$ cat src/rtl/instruction_fetch_unit_if.sv
// Instruction-cache fetch channel: request/address out, valid/data back.
// The fetch unit drives the master side, the cache the slave side.
interface instruction_fetch_unit_if #(
  parameter int ADDR_WIDTH = 64
);
  logic                  imemReq;
  logic [ADDR_WIDTH-1:0] imemAddr;
  logic                  imemValid;
  logic [31:0]           imemData;

  modport master (
    output imemReq,
    output imemAddr,
    input  imemValid,
    input  imemData
  );

  modport slave (
    input  imemReq,
    input  imemAddr,
    output imemValid,
    output imemData
  );
endinterface

$ cat src/rtl/instruction_fetch_unit.sv
// PC holder and fetch sequencer: fetches one word, holds it for the
// downstream stages, then steps or branches the PC on advance.
module instruction_fetch_unit #(
  parameter int                    ADDR_WIDTH = 64,
  parameter logic [ADDR_WIDTH-1:0] RESET_PC   = '0
) (
  input  logic                        clock,
  input  logic                        reset,
  instruction_fetch_unit_if.master    imem,
  output logic [31:0]                 instruction,
  output logic                        instrValid,
  output logic [ADDR_WIDTH-1:0]       pc,
  input  logic                        branch,
  input  logic                        unconditionalBranch,
  input  logic                        aluZero,
  input  logic                        advance,
  output logic                        halted
);

  typedef enum logic [1:0] {
    IDLE  = 2'd0,
    FETCH = 2'd1,
    HOLD  = 2'd2,
    HALT  = 2'd3
  } state_t;

  state_t                r_state;
  state_t                w_next_state;
  logic [ADDR_WIDTH-1:0] r_pc;
  logic [31:0]           r_instr;

  logic                  w_req;
  logic                  w_hold;
  logic                  w_halt;
  logic                  w_capture;
  logic                  w_pc_update;
  logic [ADDR_WIDTH-1:0] w_off_uncond;
  logic [ADDR_WIDTH-1:0] w_off_cond;
  logic [ADDR_WIDTH-1:0] w_off_sel;
  logic [ADDR_WIDTH-1:0] w_next_pc;

  // Word offsets: imm26 for B, imm19 (bits 23:5) for CBZ-style branches,
  // both sign-extended and scaled by 4 so pc stays word aligned.
  assign w_off_uncond = {{(ADDR_WIDTH-28){r_instr[25]}}, r_instr[25:0], 2'b00};
  assign w_off_cond   = {{(ADDR_WIDTH-21){r_instr[23]}}, r_instr[23:5], 2'b00};

  always_comb begin
    w_off_sel = ADDR_WIDTH'(4);
    if (unconditionalBranch)
      w_off_sel = w_off_uncond;
    else if (branch && aluZero)
      w_off_sel = w_off_cond;
  end

  assign w_next_pc = r_pc + w_off_sel;

  always_comb begin
    w_next_state = r_state;
    w_req        = 1'b0;
    w_hold       = 1'b0;
    w_halt       = 1'b0;
    w_capture    = 1'b0;
    w_pc_update  = 1'b0;
    case (r_state)
      IDLE: w_next_state = FETCH;
      FETCH: begin
        w_req = 1'b1;
        if (imem.imemValid) begin
          w_capture    = 1'b1;
          w_next_state = (imem.imemData == 32'h0) ? HALT : HOLD;
        end
      end
      HOLD: begin
        w_hold = 1'b1;
        if (advance) begin
          w_pc_update  = 1'b1;
          w_next_state = FETCH;
        end
      end
      HALT: w_halt = 1'b1;
      default: w_next_state = IDLE;
    endcase
  end

  always_ff @(posedge clock) begin
    if (reset) begin
      r_state <= IDLE;
      r_pc    <= RESET_PC;
      r_instr <= 32'h0;
    end else begin
      r_state <= w_next_state;
      if (w_capture)
        r_instr <= imem.imemData;
      if (w_pc_update)
        r_pc <= w_next_pc;
    end
  end

  assign imem.imemReq  = w_req;
  assign imem.imemAddr = r_pc;
  assign instruction   = r_instr;
  assign instrValid    = w_hold;
  assign pc            = r_pc;
  assign halted        = w_halt;

endmodule

$ cat src/flat_wrapper.sv
// flat-port wrapper written by rule: the top's interface ports become plain ports
module instruction_fetch_unit_flat 
#(
  parameter int                    ADDR_WIDTH = 64,
  parameter logic [ADDR_WIDTH-1:0] RESET_PC   = '0
)
  (clock, reset, instruction, instrValid, pc, branch, unconditionalBranch, aluZero, advance, halted, imem_imemReq, imem_imemAddr, imem_imemValid, imem_imemData);
  instruction_fetch_unit_if #(.ADDR_WIDTH(ADDR_WIDTH)) imem_i ();
  input  logic clock;
  input  logic reset;
  output logic [31:0] instruction;
  output logic instrValid;
  output logic [ADDR_WIDTH-1:0] pc;
  input  logic branch;
  input  logic unconditionalBranch;
  input  logic aluZero;
  input  logic advance;
  output logic halted;
  output wire logic [$bits(imem_i.imemReq)-1:0] imem_imemReq;
  output wire logic [$bits(imem_i.imemAddr)-1:0] imem_imemAddr;
  input wire logic [$bits(imem_i.imemValid)-1:0] imem_imemValid;
  input wire logic [$bits(imem_i.imemData)-1:0] imem_imemData;
  assign imem_imemReq = imem_i.imemReq;
  assign imem_imemAddr = imem_i.imemAddr;
  assign imem_i.imemValid = imem_imemValid;
  assign imem_i.imemData = imem_imemData;
  instruction_fetch_unit #(.ADDR_WIDTH(ADDR_WIDTH), .RESET_PC(RESET_PC)) u_core (.clock(clock), .reset(reset), .imem(imem_i), .instruction(instruction), .instrValid(instrValid), .pc(pc), .branch(branch), .unconditionalBranch(unconditionalBranch), .aluZero(aluZero), .advance(advance), .halted(halted));
endmodule
$ cat config.mk
export PLATFORM = sky130hd
export DESIGN_NAME = instruction_fetch_unit_flat
export DESIGN_NICKNAME = d
export VERILOG_FILES = /design/src/rtl/instruction_fetch_unit_if.sv /design/src/rtl/instruction_fetch_unit.sv /design/src/flat_wrapper.sv
export SDC_FILE = /design/constraint.sdc
export NUM_CORES = 1
export LEC_CHECK = 0
export CORE_MARGIN = 5
export CORE_UTILIZATION = 35
export CTS_BUF_LIST = sky130_fd_sc_hd__clkbuf_4 sky130_fd_sc_hd__clkbuf_8
export DETAILED_ROUTE_END_ITERATION = 8
export SLEW_MARGIN = 20
export SYNTH_ARGS = -nofsm -noshare
export SYNTH_HDL_FRONTEND = slang
export SYNTH_SLANG_ARGS = --single-unit
$ cat constraint.sdc
create_clock -name clock -period 17.3 [get_ports clock]
set_clock_uncertainty 0.15 [all_clocks]
set_input_delay 3.46 -clock clock [delete_from_list [all_inputs] [get_ports clock]]
set_output_delay 3.46 -clock clock [all_outputs]
set_load 0.05 [all_outputs]
==> out/metrics.cfg <==
[status]
outcome = complete, no violations

[clock_tree]
ctsResizeCount = 0
cts.sinks = 96
postCtsHoldBufs = 0
cts_tree = built
numCtsBuffers = 9
cts-root-buf = clkbuf_8
clk_path_buf_depth = 2
clkLatencyLatePin_ns = 0.40
post_cts_buffers = 0
clk_pin_slew_ns = 0.13
htreeDepth = 3

[sta]
hold_viol = 0
setup_ws_ns = 9.14
slew_violations = 0
tns_ns = 0
maxSlewHeadroom = 0.301
min_period_over_period = 0.472
max_freq_mhz = 123
rsz0062_at_grt = no
tightest_slew_ns = 1.05
finalCriticalPeriod_ns = 8.16
setup_viol = 0

[logic_synthesis]
ys_ff_latch = 96
synth-simple-area-share = 0.216
yosys.area.top_type = dfxtp_1
synth_compound_area_frac = 0.278
synth_area_per_cell_um2 = 7.41
synthTopCellsByCount = 186 x nand2_1, 170 x a21oi_1, 96 x dfxtp_1, 74 x buf_4, 61 x ha_1
synth.distinct_cells = 78
yosys.cell_count.top_type = nand2_1
synth_ff_type = dfxtp_1
yosys.area.top_type_share = 0.240
synth_fa_ha_area_frac = 0.0977
postSynth.asyncResetShare = 0
netlist_instances = 1081
muxShareOfSynthArea = 0.00890
synth-edff-count = 0
synth_top_family_by_area = compound AO/OA/AOI/OAI gates
ys_seq_area_frac = 0.240
yosysWarnings = 0
synthXorXnorAreaFrac = 0.0415
synthTopCellsByArea = dfxtp_1 24%, a21oi_1 11%, ha_1 9.5%
synth.cell_area_mm2 = 0.00801

[setup_path]
critPathLaunchType = input pin
path_class = input pin to register
crit_start = unconditionalBranch
worstPathRequired_ns = 17.45
r2r_cells = 13
rr_endpoint = u_core.imem.imemAddr[48]
crit_fanout = 38
worstReg2RegStart = u_core.instruction[23]
worstPathArrival_ns = 8.31
rrSetupSlack_ns = 13.00
endpoint = u_core.imem.imemAddr[48]
end_kind = register

[grt]
grt_pass1_wl_mm = 40.6
grt_max_degree = 94
antenna_found_initial = 0
top_usage_layer = met2
grt_pass1_vias = 7757
globalRoute.totalOverflow = 0
grtUsageTotal = 0.187
use_met1 = 0.256
met3_usage = 0.0447
grt_util_met2 = 0.295

[route]
drtAntennaViolNets = 0
wl_per_cell_um = 17.1
via_count = 7959
vias_per_cell = 5.44
wl_mm = 25.0
detail_route.first_pass.iterations = 5
drc = 0
drt-initial-drc-count = 492

[finish]
fillerInstances = 2371
area_delta_synth_final_pct = 22.3
drive_gt1_frac = 0.0450
nets = 1274
diodes = 0

[floorplanning]
die_w_um = 161
initial_core_util = 0.355
die_h_um = 161
pin_count = 202
rows = 55
die_area_mm2 = 0.0260
core-area_mm2 = 0.0226

[flow_run]
cap_viol_max_count = 0

[placed_design]
routabilityCongestion = 0.887
hpwl_mm = 18.9
detailedPlace.worstSlack_ns = 8.58
place.port_buffers = 197

[power_and_ir_drop]
irDropWorstVdd_mv = 0.0475
leakagePower_nw = 3.83
power_density_mw_per_mm2 = 52.8

[hold_path]
hold_class = register to register

metal layers:
layer  share of wire  up-vias
met1            0.48     3696
met5               0        -
li1                -     3991
met3           0.073       24
met2            0.43      248
met4           0.016        0
area by class of cell:
class                           instances  area, µm²  share of cell area
Clock inverter                          7       78.8             0.00804
Inverter                               36        135              0.0138
Timing Repair Buffer                  202       2010               0.205
Clock buffer                            9        124              0.0126
Multi-Input combinational cell        828       5180               0.528
Tap cell                              285        357              0.0364
Sequential cell                        96       1920               0.196
metrics by stage:
step | total power [mW] | utilization | cell area, µm² | hold WS, ns | cells
after floorplan | 0.325 | - | 8030 | 0.341 | 1084
after global placement | 0.361 | 0.425 | 9600 | 0.292 | 1447
after detailed placement | 0.362 | 0.425 | 9600 | 0.296 | 1447
after CTS | 0.523 | 0.434 | 9800 | 0.313 | 1463
after global routing | 0.542 | 0.434 | 9800 | 0.349 | 1463
final | 0.517 | 0.434 | 9800 | 0.313 | 1463
how the worst min path moves through the flow:
stage                                      start                     end  slack, ns  depth (start not counted)
after floorplan                u_core.r_state[0]       u_core.r_state[1]       0.34                          2
after global placement    u_core.instruction[27]  u_core.instruction[27]       0.29                          2
after detailed placement  u_core.instruction[27]  u_core.instruction[27]       0.30                          2
after CTS                 u_core.instruction[27]  u_core.instruction[27]       0.31                          2
after global routing      u_core.instruction[28]  u_core.instruction[28]       0.35                          2
final                     u_core.instruction[29]  u_core.instruction[29]       0.31                          2
registers in the layout, indices dropped and copies added, names as in the netlist:
name                  cells
u_core.instruction       32
u_core.r_state            2
u_core.imem.imemAddr     62
cells in the final DEF (no fill, tap or decap), types with 10 or more instances in the layout:
cell type | synthesis | final
nor2_1 | 44 | 42
dfxtp_1 | 96 | 96
a21o_1 | 27 | 27
o21bai_1 | 17 | 17
nor3_1 | 17 | 17
xnor2_1 | 27 | 27
inv_1 | 36 | 36
o211ai_1 | 10 | 10
and3_1 | 12 | 12
o21ai_0 | 40 | 40
nand3_1 | 24 | 24
clkdlybuf4s50_1 | 0 | 196
xor2_1 | 11 | 11
nor4_1 | 10 | 10
a21oi_1 | 170 | 169
o21a_1 | 11 | 11
a22o_1 | 17 | 17
nand4_1 | 18 | 18
ha_1 | 61 | 61
nand2_1 | 186 | 186
logic make-up after synthesis:
group           after synthesis
compound gates              350
other cells                   1
mux                           7
xor+xnor                     38
fa+ha+maj                    62
simple gates                367
flops                        96
buf+inv                     160
where the power goes:
group	total [mW]	internal (mW)	switching (mW)
Combinational	0.124	0.0419	0.0816
Clock	0.160	0.0585	0.102
Sequential	0.234	0.227	0.00675
critical path, stage by stage:
cell and delay (ns):
clkdlybuf4s50_1 0.90, a31oi_1 0.91, a21oi_4 0.02, buf_4 0.32
ha_1 0.50, nand2_1 0.16, or4_1 0.53, or4b_1 0.49
a31oi_1 0.16, a21oi_1 0.13, a211oi_1 0.30, o21ai_1 0.16
mux2i_1 0.17, nand2_1 0.06
Note: power is estimated with default switching activity, not from simulation.
